### src/rtl/exc_scheduler_pkg.sv
// Shared exception-scheduler definitions: exccodes, flag bit positions, CP0 field positions.
package exc_scheduler_pkg;

  localparam logic [4:0] EXC_INT  = 5'h00;
  localparam logic [4:0] EXC_ADEL = 5'h04;
  localparam logic [4:0] EXC_ADES = 5'h05;
  localparam logic [4:0] EXC_SYS  = 5'h08;
  localparam logic [4:0] EXC_BP   = 5'h09;
  localparam logic [4:0] EXC_RI   = 5'h0a;
  localparam logic [4:0] EXC_OV   = 5'h0c;
  localparam logic [4:0] EXC_NONE = 5'h10;
  localparam logic [4:0] EXC_ERET = 5'h11;

  localparam int EXC_BIT_IF_ADEL = 0;
  localparam int EXC_BIT_RI      = 1;
  localparam int EXC_BIT_OV      = 2;
  localparam int EXC_BIT_SYS     = 3;
  localparam int EXC_BIT_BP      = 4;
  localparam int EXC_BIT_ERET    = 5;
  localparam int EXC_BIT_D_ADEL  = 6;
  localparam int EXC_BIT_D_ADES  = 7;

  localparam int STATUS_IE    = 0;
  localparam int STATUS_EXL   = 1;
  localparam int STATUS_IM_LO = 8;
  localparam int STATUS_IM_HI = 15;
  localparam int CAUSE_IP_LO  = 8;
  localparam int CAUSE_IP_HI  = 15;

  typedef enum logic [1:0] {
    BAD_ZERO,
    BAD_PC,
    BAD_ADDR
  } bad_sel_t;

  typedef enum logic {
    ST_IDLE,
    ST_BLANK
  } sched_state_t;

endpackage

### src/rtl/exc_prio_enc.sv
// Fixed MIPS priority encoder: {int_pending, mem_exc} -> exccode and bad-address source.
module exc_prio_enc
  import exc_scheduler_pkg::*;
(
  input  logic       int_pending,
  input  logic [7:0] mem_exc,
  output logic [4:0] exccode,
  output bad_sel_t   bad_sel
);

  always_comb begin
    exccode = EXC_NONE;
    bad_sel = BAD_ZERO;
    if (int_pending) begin
      exccode = EXC_INT;
    end else if (mem_exc[EXC_BIT_IF_ADEL]) begin
      exccode = EXC_ADEL;
      bad_sel = BAD_PC;
    end else if (mem_exc[EXC_BIT_RI]) begin
      exccode = EXC_RI;
    end else if (mem_exc[EXC_BIT_OV]) begin
      exccode = EXC_OV;
    end else if (mem_exc[EXC_BIT_SYS]) begin
      exccode = EXC_SYS;
    end else if (mem_exc[EXC_BIT_BP]) begin
      exccode = EXC_BP;
    end else if (mem_exc[EXC_BIT_ERET]) begin
      exccode = EXC_ERET;
    end else if (mem_exc[EXC_BIT_D_ADEL]) begin
      exccode = EXC_ADEL;
      bad_sel = BAD_ADDR;
    end else if (mem_exc[EXC_BIT_D_ADES]) begin
      exccode = EXC_ADES;
      bad_sel = BAD_ADDR;
    end
  end

endmodule

### src/rtl/exc_scheduler.sv
// Exception/interrupt scheduler between MEM and CP0 with a post-event blanking window.
// EXC_SCHED_IRQ_SYNC_EN: when defined, hw_int_i passes a two-flop synchronizer (else one register).
module exc_scheduler
  import exc_scheduler_pkg::*;
#(
  parameter int FLUSH_CYCLES = 2,
  parameter int HW_INT_W     = 6
) (
  input  logic                cpu_clk_50M,
  input  logic                cpu_rst,
  input  logic [HW_INT_W-1:0] hw_int_i,
  output logic [HW_INT_W-1:0] int_o,
  input  logic [31:0]         status_i,
  input  logic [31:0]         cause_i,
  input  logic                mem_valid_i,
  input  logic [7:0]          mem_exc_i,
  input  logic [31:0]         mem_pc_i,
  input  logic                mem_in_delay_i,
  input  logic [31:0]         mem_addr_i,
  output logic [4:0]          exccode_o,
  output logic [31:0]         pc_o,
  output logic                in_delay_o,
  output logic [31:0]         badvaddr_o,
  output logic                blank_o
);

  localparam logic [3:0] CNT_LOAD = 4'(FLUSH_CYCLES - 1);

  sched_state_t        state;
  logic [3:0]          cnt;
  logic [HW_INT_W-1:0] int_q;
  logic                int_pending;
  logic                take;
  logic [4:0]          enc_code;
  bad_sel_t            bad_sel;
  logic                unused_bits;

  assign unused_bits = ^{status_i[31:16], status_i[7:2], cause_i[31:16], cause_i[7:0]};

  assign int_pending = status_i[STATUS_IE] & ~status_i[STATUS_EXL] &
                       (|(cause_i[CAUSE_IP_HI:CAUSE_IP_LO] & status_i[STATUS_IM_HI:STATUS_IM_LO]));

  // Decode only for a real instruction in IDLE; reset forces the quiet output set.
  assign take = ~cpu_rst & (state == ST_IDLE) & mem_valid_i;

  exc_prio_enc u_prio_enc (
    .int_pending (int_pending),
    .mem_exc     (mem_exc_i),
    .exccode     (enc_code),
    .bad_sel     (bad_sel)
  );

  always_comb begin
    exccode_o  = EXC_NONE;
    pc_o       = '0;
    in_delay_o = 1'b0;
    badvaddr_o = '0;
    if (take && enc_code != EXC_NONE) begin
      exccode_o  = enc_code;
      pc_o       = mem_pc_i;
      in_delay_o = mem_in_delay_i;
      case (bad_sel)
        BAD_PC:   badvaddr_o = mem_pc_i;
        BAD_ADDR: badvaddr_o = mem_addr_i;
        default:  badvaddr_o = '0;
      endcase
    end
  end

  assign blank_o = ~cpu_rst & (state == ST_BLANK);
  assign int_o   = cpu_rst ? '0 : int_q;

  always_ff @(posedge cpu_clk_50M) begin
    if (cpu_rst) begin
      state <= ST_IDLE;
      cnt   <= '0;
    end else begin
      case (state)
        ST_IDLE: begin
          if (exccode_o != EXC_NONE) begin
            state <= ST_BLANK;
            cnt   <= CNT_LOAD;
          end
        end
        ST_BLANK: begin
          if (cnt == 4'd0) state <= ST_IDLE;
          else             cnt   <= cnt - 4'd1;
        end
        default: state <= ST_IDLE;
      endcase
    end
  end

`ifdef EXC_SCHED_IRQ_SYNC_EN
  logic [HW_INT_W-1:0] int_sync1;

  always_ff @(posedge cpu_clk_50M) begin
    if (cpu_rst) begin
      int_sync1 <= '0;
      int_q     <= '0;
    end else begin
      int_sync1 <= hw_int_i;
      int_q     <= int_sync1;
    end
  end
`else
  always_ff @(posedge cpu_clk_50M) begin
    if (cpu_rst) int_q <= '0;
    else         int_q <= hw_int_i;
  end
`endif

endmodule

### config.mk
export PLATFORM = sky130hd
export DESIGN_NAME = exc_scheduler
export DESIGN_NICKNAME = d
export VERILOG_FILES = /design/src/rtl/exc_scheduler_pkg.sv /design/src/rtl/exc_prio_enc.sv /design/src/rtl/exc_scheduler.sv
export SDC_FILE = /design/constraint.sdc
export NUM_CORES = 1
export LEC_CHECK = 0
export BUFFER_PORTS_ARGS = -buffer_cell sky130_fd_sc_hd__clkbuf_2
export CAP_MARGIN = 20
export CORE_AREA = 2 2 86 88
export DETAILED_ROUTE_END_ITERATION = 12
export DIE_AREA = 0 0 88 90
export PLACE_DENSITY = 0.62
export SKIP_LAST_GASP = 1
export SYNTH_ARGS = -nofsm -noshare
export SYNTH_HDL_FRONTEND = slang
export SYNTH_SLANG_ARGS = --single-unit
### constraint.sdc
create_clock -name cpu_clk_50M -period 3.2 [get_ports cpu_clk_50M]
set_input_delay 0.48 -clock cpu_clk_50M [delete_from_list [all_inputs] [get_ports cpu_clk_50M]]
set_output_delay 0.48 -clock cpu_clk_50M [all_outputs]
set_load 0.1 [all_outputs]
==> metrics, run 1 <==
CTS buffer count 3; initial antenna violation count 0; Initial Util 19.2%; DR DRC count 0; Total Wirelength 6.27 mm; die area 7920 µm²; Yosys reg bits 11; MaxCap Viol Count 0; Most used DFF post-synth dfxtp_1; CTS tree yes; Std-Cell Rows 31; worst-case clock buffer depth 2; CP max stage delay 0.35 ns; Sink Count 11; largest delay contributor family on the critical path simple AND/OR/NAND/NOR gates; layout cells sized above 1 62.9%; RSZ-0062 raised after global routing no; Synth Net Count 344; clock-pin slew on the worst setup and hold paths 0.05 ns; via/cell ratio 4.43; Synth Warn # 0; Die H 90 µm; Layout Skew 0.00147 ns; sequential element share of the synthesized area 16.3%; nets@finish 522; hold_ws 0.449 ns; tightest slew margin relative to the limit 63.7%; Peak supply drop 167 µV; Die Width 88 µm; Pre-antenna DRT Iters 4; GP Congestion 0.815; synth unique cells 38; Critical Path, Cell by Cell clkbuf_2 -> a22oi_1 -> a41oi_2 -> nor2_1 -> nand3_1 -> ha_1 -> nor2_1 -> o21ai_4 -> buf_12 -> nor2_2 -> buf_12; Synth async-reset ratio 0%; ant diodes 0; Worst Setup Path Type in -> out; run status complete, no violations; most frequent cells in the layout clkbuf_2 (111), buf_12 (68), a22oi_1 (35); commonest non-fill, non-tap cell in the layout clkbuf_2; H-tree depth 1; IO buf count 176; area growth from synthesis to layout 163%; Post-synth EDFFs 0; Fmax achieved 331 MHz; core area 7020 µm²; Worst Tran Pin Value 0.539 ns; largest net degree at the start of global routing 33; CTS Root Cell clkbuf_8; Slew Viols, Final 0; Crit path required time 2.72 ns; vias in the first global route 1966; Post-Synthesis Cells 195; Hold Vio Cnt, Final 0; DPL Wire Length 5.26 mm; PD cells 237 nW/µm²; Avg WL per Cell 13.3 µm; crit path buf inv count 3; Clk Latency, worst-skew pair 0.24 ns; GRT overflow 0; Final Cycle Share 94.5%; Worst Setup End Kind primary output; worst hold path type in -> reg; First DRT Iteration DRCs 48; first-pass GRT wire length 9.65 mm; Slowest-stage cell, CP ha_1; GRT Util Overall 15.0%; Boundary Pins 223; Critical Path Start Type input pin; final setup vio count 0; syn_area_per_cell 6.92 µm²; crit path DAT 2.54 ns; Crit Path Max Fanout 31; Final ANT Viol Nets 0; min Tclk post-route 3.02 ns; static leakage 0.00155 µW; Final Util 50.6%; Mapped Area 1350 µm²; DR vias 2085
power by group:
part           leakage, µW  switching (µW)  total (µW)  internal, µW
registers        0.0000910            6.33         154           147
logic              0.00144             351         549           198
clock network    0.0000228            53.0         141          87.6
total              0.00155             411         843           433
final cells by class:
class	instances	area (µm²)
clock buffer	4	45.0
inverter	5	18.8
fill	618	3470
sequential	11	220
timing repair buffer	187	1980
multi-input combinational	165	1170
tap	99	124
registers in the layout, summed over array words and instances, names as in the netlist:
signal and flops:
int_q 6, cnt 4, state 1
path summary, 6_finish.rpt:
check	from	endpoint	cells past startpoint	slack [ns]
worst min register to register	cnt[1]	cnt[1]	2	0.52
worst max register to register	cnt[0]	cnt[1]	6	1.33
worst max-delay path	cause_i[13]	badvaddr_o[1]	11	0.18
worst min-delay path	hw_int_i[5]	int_q[5]	2	0.45
cells in the mapped netlist (2+ instances only):
library cell | instances | area (µm²)
and3_1 | 3 | 18.8
clkbuf_1 | 8 | 30.0
nor2_1 | 38 | 143
nor4_1 | 2 | 12.5
nand2_1 | 2 | 7.51
nor3_1 | 2 | 10.0
o21a_1 | 2 | 15.0
buf_2 | 3 | 15.0
a31oi_1 | 3 | 18.8
clkbuf_2 | 3 | 15.0
nand2b_1 | 3 | 18.8
a22oi_1 | 36 | 270
nand3_1 | 2 | 10.0
inv_1 | 5 | 18.8
nor2b_1 | 13 | 81.3
and2_1 | 33 | 206
o21bai_1 | 2 | 15.0
a21oi_1 | 2 | 10.0
dfxtp_1 | 11 | 220
ha_1 | 3 | 37.5
or4b_1 | 2 | 20.0
routing by layer:
layer / share of wire (%) / global-route usage [%]
met1: 38 / 16.9
met4: 2.0 / 3.72
met5: 0 / 0
met2: 53 / 28.2
met3: 7.2 / 2.57
metrics by stage:
stage	area (µm²)	std cells	TNS, ns	setup slack, ns	power (µW)
after detailed placement	3500	467	0	0.131	706
final	3550	471	0	0.176	843
after global placement	3500	467	0	0.134	698
after floorplan	1440	195	-4.26	-0.141	491
after global routing	3550	471	0	0.0227	888
after CTS	3540	471	0	0.118	852
kinds of logic (layout without fill, tap and decap cells):
| family | after synthesis | count (layout) | share of synthesized area, % |
|---|---|---|---|
| compound gates | 52 | 52 | 28.3 |
| xor+xnor | 2 | 2 | 1.30 |
| fa+ha+maj | 3 | 3 | 2.78 |
| buf+inv | 19 | 196 | 5.84 |
| flops | 11 | 11 | 16.3 |
| simple gates | 108 | 108 | 45.5 |
what timing repair did:
item | in CTS | in global routing
hold buffers | 0 | 0
buffers inserted | 0 | 0
endpoints found under the setup margin | 0 | 30
endpoints found under the hold margin | 0 | 0
gates resized for setup | 0 | 2
Note: power is estimated with default switching activity, not from simulation.
==> run 2: changes to the inputs <==
--- a/config.mk
+++ b/config.mk
@@ -7,10 +7,12 @@
 export LEC_CHECK = 0
 export BUFFER_PORTS_ARGS = -buffer_cell sky130_fd_sc_hd__clkbuf_2
 export CAP_MARGIN = 20
-export CORE_AREA = 2 2 86 88
+export CELL_PAD_IN_SITES_DETAIL_PLACEMENT = 1
+export CELL_PAD_IN_SITES_GLOBAL_PLACEMENT = 1
+export CORE_AREA = 2 2 97 90
 export DETAILED_ROUTE_END_ITERATION = 12
-export DIE_AREA = 0 0 88 90
-export PLACE_DENSITY = 0.62
+export DIE_AREA = 0 0 99 92
+export PLACE_DENSITY = 0.87
 export SKIP_LAST_GASP = 1
 export SYNTH_ARGS = -nofsm -noshare
 export SYNTH_HDL_FRONTEND = slang
==> run 2 against run 1 <==
Net effect: utilization shrank 7.2 points; register-to-register slack worse by 0.03 ns; largest power group unchanged; largest cell class unchanged; die area is 15% higher; critical endpoint is now badvaddr_o[28]; design area up 0.18%; highest routed layer unchanged.
==> metrics, run 2 (synthesis results as in run 1) <==
run status complete, no violations; Top reg by flops int_q; biggest registers after layout int_q (6), cnt (4), state (1); final setup vio count 0; crit path DAT 2.58 ns; CTS Root Cell clkbuf_8; GP Congestion 0.795; most frequent CP cell nor2_1; Peak supply drop 150 µV; RSZ-0062 raised after global routing no; H-tree depth 1; IO buf count 176; hold buffers post-CTS 0; clock-pin slew on the worst setup and hold paths 0.05 ns; Std-Cell Rows 32; Fmax achieved 327 MHz; DPL Wire Length 6.35 mm; Slew Viols, Final 0; Worst Tran Pin Value 0.555 ns; Die H 92 µm; Critical Path, Cell by Cell clkbuf_2 -> a22oi_1 -> a41oi_1 -> nor2_1 -> nand3_1 -> ha_1 -> nor2_1 -> o21ai_4 -> buf_4 -> nor2_2 -> buf_12; core area 8210 µm²; GRT overflow 0; initial antenna violation count 0; Pre-antenna DRT Iters 4; Sink Count 11; Boundary Pins 223; Worst Setup End Kind primary output; Worst Setup Path Type in -> out; nets@finish 524; CTS tree yes; Resized Gates After CTS 0; Die Width 99 µm; commonest non-fill, non-tap cell in the layout clkbuf_2; MaxCap Viol Count 0; static leakage 0.00156 µW; number of setup buffers added after CTS 0; min Tclk post-route 3.06 ns; Initial Util 16.4%; Hold Vio Cnt, Final 0; ant diodes 0; Critical Path Start Type input pin; Slowest-stage cell, CP ha_1; placed inst area 3510 µm²; DR vias 2196; worst hold path type in -> reg; setup tns final 0 ns; First DRT Iteration DRCs 32; max reg flops 6; DR DRC count 0; CP max stage delay 0.31 ns; Layout Skew 0.00283 ns; worst-case clock buffer depth 2; Clk Latency, worst-skew pair 0.24 ns; PD cells 240 nW/µm²; area growth from synthesis to layout 164%; Crit path required time 2.72 ns; most frequent cells in the layout clkbuf_2 (111), buf_12 (68), a22oi_1 (36); vias in the first global route 2294; cell area after layout 3560 µm²; Final Util 43.4%; Final Cycle Share 95.7%; layout cells sized above 1 62.6%; CTS buffer count 3; Crit Path Max Fanout 10; GRT Util Overall 15.3%; Final ANT Viol Nets 0; first-pass GRT wire length 11.2 mm; Total Wirelength 7.36 mm; tightest slew margin relative to the limit 62.6%; die area 9110 µm²; via/cell ratio 4.61; Avg WL per Cell 15.5 µm; largest net degree at the start of global routing 33
run 2: cell types whose count changed in the layout (fill, tap and decap cells not counted), sizes merged:
cell,previous run,this run
buf,76,78
run 2: worst paths after layout:
check	endpoint	cells past startpoint	startpoint	slack, ns
worst max-delay path	badvaddr_o[28]	11	cause_i[10]	0.14
worst min-delay path	int_q[2]	2	hw_int_i[2]	0.45
worst max register to register	cnt[1]	6	cnt[1]	1.30
worst min register to register	cnt[1]	2	cnt[1]	0.52
run 2: report_power, final:
group | total, µW | switching, µW | internal, µW
registers | 155 | 7.54 | 147
clock network | 138 | 50.9 | 87.4
logic | 560 | 359 | 202
total | 854 | 417 | 436
run 2: final cells by class:
| cell class | instances | area (µm²) |
|---|---|---|
| fill | 981 | 4650 |
| timing repair buffer | 189 | 1990 |
| multi-input combinational | 165 | 1160 |
| sequential | 11 | 220 |
| tap | 102 | 128 |
| clock buffer | 4 | 45.0 |
| inverter | 5 | 18.8 |
run 2: critical path, delay by kind of cell:
kind	cells	cell delay, ns
simple gates	4	0.68
compound gates	3	0.63
buf+inv	3	0.48
fa+ha+maj	1	0.31
run 2: layer usage:
layer / vias up / global-route usage, % / share of wire [%] / wire length [µm]
met2: 107 / 29.6 / 56 / 4090
met3: 12 / 2.67 / 6.6 / 488
met4: 0 / 4.11 / 1.9 / 142
li1: 1050 / - / - / -
met5: - / 0 / 0 / 0
met1: 1027 / 16.8 / 36 / 2640
run 2: stage by stage:
step / hold slack, ns / total power (µW) / cells / setup WS [ns]
floorplan: 0.479 / 491 / 195 / -0.141
global placement: 0.495 / 704 / 472 / 0.175
detailed placement: 0.516 / 720 / 472 / 0.105
CTS: 0.452 / 865 / 476 / 0.100
global route: 0.465 / 898 / 476 / 0.00639
finish: 0.452 / 854 / 476 / 0.138
==> run 3: changes to the inputs <==
--- a/config.mk
+++ b/config.mk
@@ -9,9 +9,10 @@
 export CAP_MARGIN = 20
 export CELL_PAD_IN_SITES_DETAIL_PLACEMENT = 1
 export CELL_PAD_IN_SITES_GLOBAL_PLACEMENT = 1
-export CORE_AREA = 2 2 97 90
+export CORE_AREA = 2 2 103 85
 export DETAILED_ROUTE_END_ITERATION = 12
-export DIE_AREA = 0 0 99 92
+export DIE_AREA = 0 0 105 87
+export HOLD_SLACK_MARGIN = 0.1
 export PLACE_DENSITY = 0.87
 export SKIP_LAST_GASP = 1
 export SYNTH_ARGS = -nofsm -noshare
==> run 3 against run 2 <==
Net effect: global-route usage shrank 0.27 points; utilization shrank 0.051 points; register-to-register slack lost 0.04 ns; setup slack gained 0.089 ns; total power shrank 0.95%; critical path type unchanged; largest power group unchanged.
==> metrics, run 3 (synthesis results as in run 1) <==
tightest slew margin relative to the limit 58.1%; Final Util 43.3%; Clk Latency, worst-skew pair 0.24 ns; hold buffers post-CTS 0; clock-pin slew on the worst setup and hold paths 0.05 ns; max reg flops 6; Std-Cell Rows 30; GP Congestion 0.721; commonest non-fill, non-tap cell in the layout clkbuf_2; CTS buffer count 3; Resized Gates After CTS 0; DR DRC count 0; die area 9140 µm²; # fillers 980; final setup vio count 0; nets@finish 522; Worst Setup End Kind primary output; worst hold path type in -> reg; DPL Wire Length 6.33 mm; Worst Setup Path Type in -> out; Die H 87 µm; H-tree depth 1; CTS tree yes; crit path DAT 2.49 ns; Top reg by flops int_q; Crit Path Max Fanout 19; PD cells 239 nW/µm²; Peak supply drop 138 µV; end of the critical path badvaddr_o[17]; Critical Path Start Type input pin; area growth from synthesis to layout 163%; Crit path required time 2.72 ns; Worst Tran Pin Value 0.622 ns; Total Wirelength 7.13 mm; Final Cycle Share 92.9%; static leakage 0.00155 µW; layout cells sized above 1 62.4%; vias in the first global route 2329; min Tclk post-route 2.97 ns; Fmax achieved 336 MHz; CTS Root Cell clkbuf_8; ant diodes 0; MaxCap Viol Count 0; Boundary Pins 223; first-pass GRT wire length 11.3 mm; # placed instances 480; largest net degree at the start of global routing 21; biggest registers after layout int_q (6), cnt (4), state (1); r2r startpoint cnt[0]; worst-case clock buffer depth 2; core area 8180 µm²; cell area after layout 3540 µm²; via/cell ratio 4.50; RSZ-0062 raised after global routing no; number of setup buffers added after CTS 0; worst reg2reg path depth 6; Post-Layout Cell Count 484; run status complete, no violations; GRT Util Overall 15.0%; Layout Skew 0.00452 ns; Final ANT Viol Nets 0; Die Width 105 µm; Initial Util 16.5%; DR vias 2178; Sink Count 11; most frequent cells in the layout clkbuf_2 (111), buf_12 (67), a22oi_1 (36); placed inst area 3500 µm²; GRT overflow 0; Avg WL per Cell 14.7 µm; FF-to-FF End cnt[1]; Slew Viols, Final 0; First DRT Iteration DRCs 47; R2R Setup Slk 1.26 ns; initial antenna violation count 0; Hold Vio Cnt, Final 0; crit path launch cause_i[10]; Pre-antenna DRT Iters 4; IO buf count 176
[run 3: changes by cell type in the layout (fill, tap and decap cells not counted), sizes merged]
cell	change
buf	-2
[run 3: power breakdown]
group | switching (µW) | total, µW | internal [µW] | leakage (µW)
clock network | 49.3 | 137 | 87.2 | 0.0000228
logic | 356 | 554 | 198 | 0.00144
registers | 7.06 | 155 | 148 | 0.0000910
total | 412 | 846 | 433 | 0.00155
[run 3: per-layer routing]
layer | global-route usage, % | part of all wire, % | vias up
met5 | 0 | 0 | -
met4 | 2.18 | 0.53 | 0
met3 | 2.02 | 5.7 | 5
met2 | 32.0 | 56 | 95
met1 | 15.8 | 37 | 1034
li1 | - | - | 1044
[run 3: how the worst min path moves through the flow]
stage                     start  endpoint  slack (ns)  cells past startpoint
CTS                 hw_int_i[5]  int_q[5]        0.45                      2
floorplan                cnt[1]    cnt[1]        0.48                      2
detailed placement       cnt[1]    cnt[1]        0.51                      2
global placement         cnt[1]    cnt[1]        0.49                      2
global route        hw_int_i[0]  int_q[0]        0.46                      2
finish              hw_int_i[5]  int_q[5]        0.45                      2
[run 3: area by class of cell]
| type | instances | area, µm² | area share (%) |
|---|---|---|---|
| clock buffers | 4 | 45.0 | 1.27 |
| inverters | 5 | 18.8 | 0.529 |
| multi-input cells | 165 | 1160 | 32.6 |
| flip-flops and latches | 11 | 220 | 6.21 |
| well taps | 112 | 140 | 3.95 |
| repair buffers | 187 | 1960 | 55.4 |
[run 3: metrics by stage]
step           TNS [ns]  hold WS [ns]  worst slack (ns)  total power, µW
2_1_floorplan     -4.26         0.479            -0.141              491
5_1_grt               0         0.459            0.0212              888
4_1_cts               0         0.446             0.178              857
3_5_place_dp          0         0.510             0.180              716
3_3_place_gp          0         0.492             0.258              701
6_report              0         0.449             0.226              846
[run 3: worst max-delay path, cell delays in order]
cell and delay (ns):
clkbuf_2 0.08, a22oi_1 0.22, a41oi_1 0.20, nor2_1 0.16
nand3_1 0.11, ha_1 0.34, nor2_1 0.21, o21ai_4 0.12
buf_12 0.18, nor2_2 0.18, buf_12 0.20
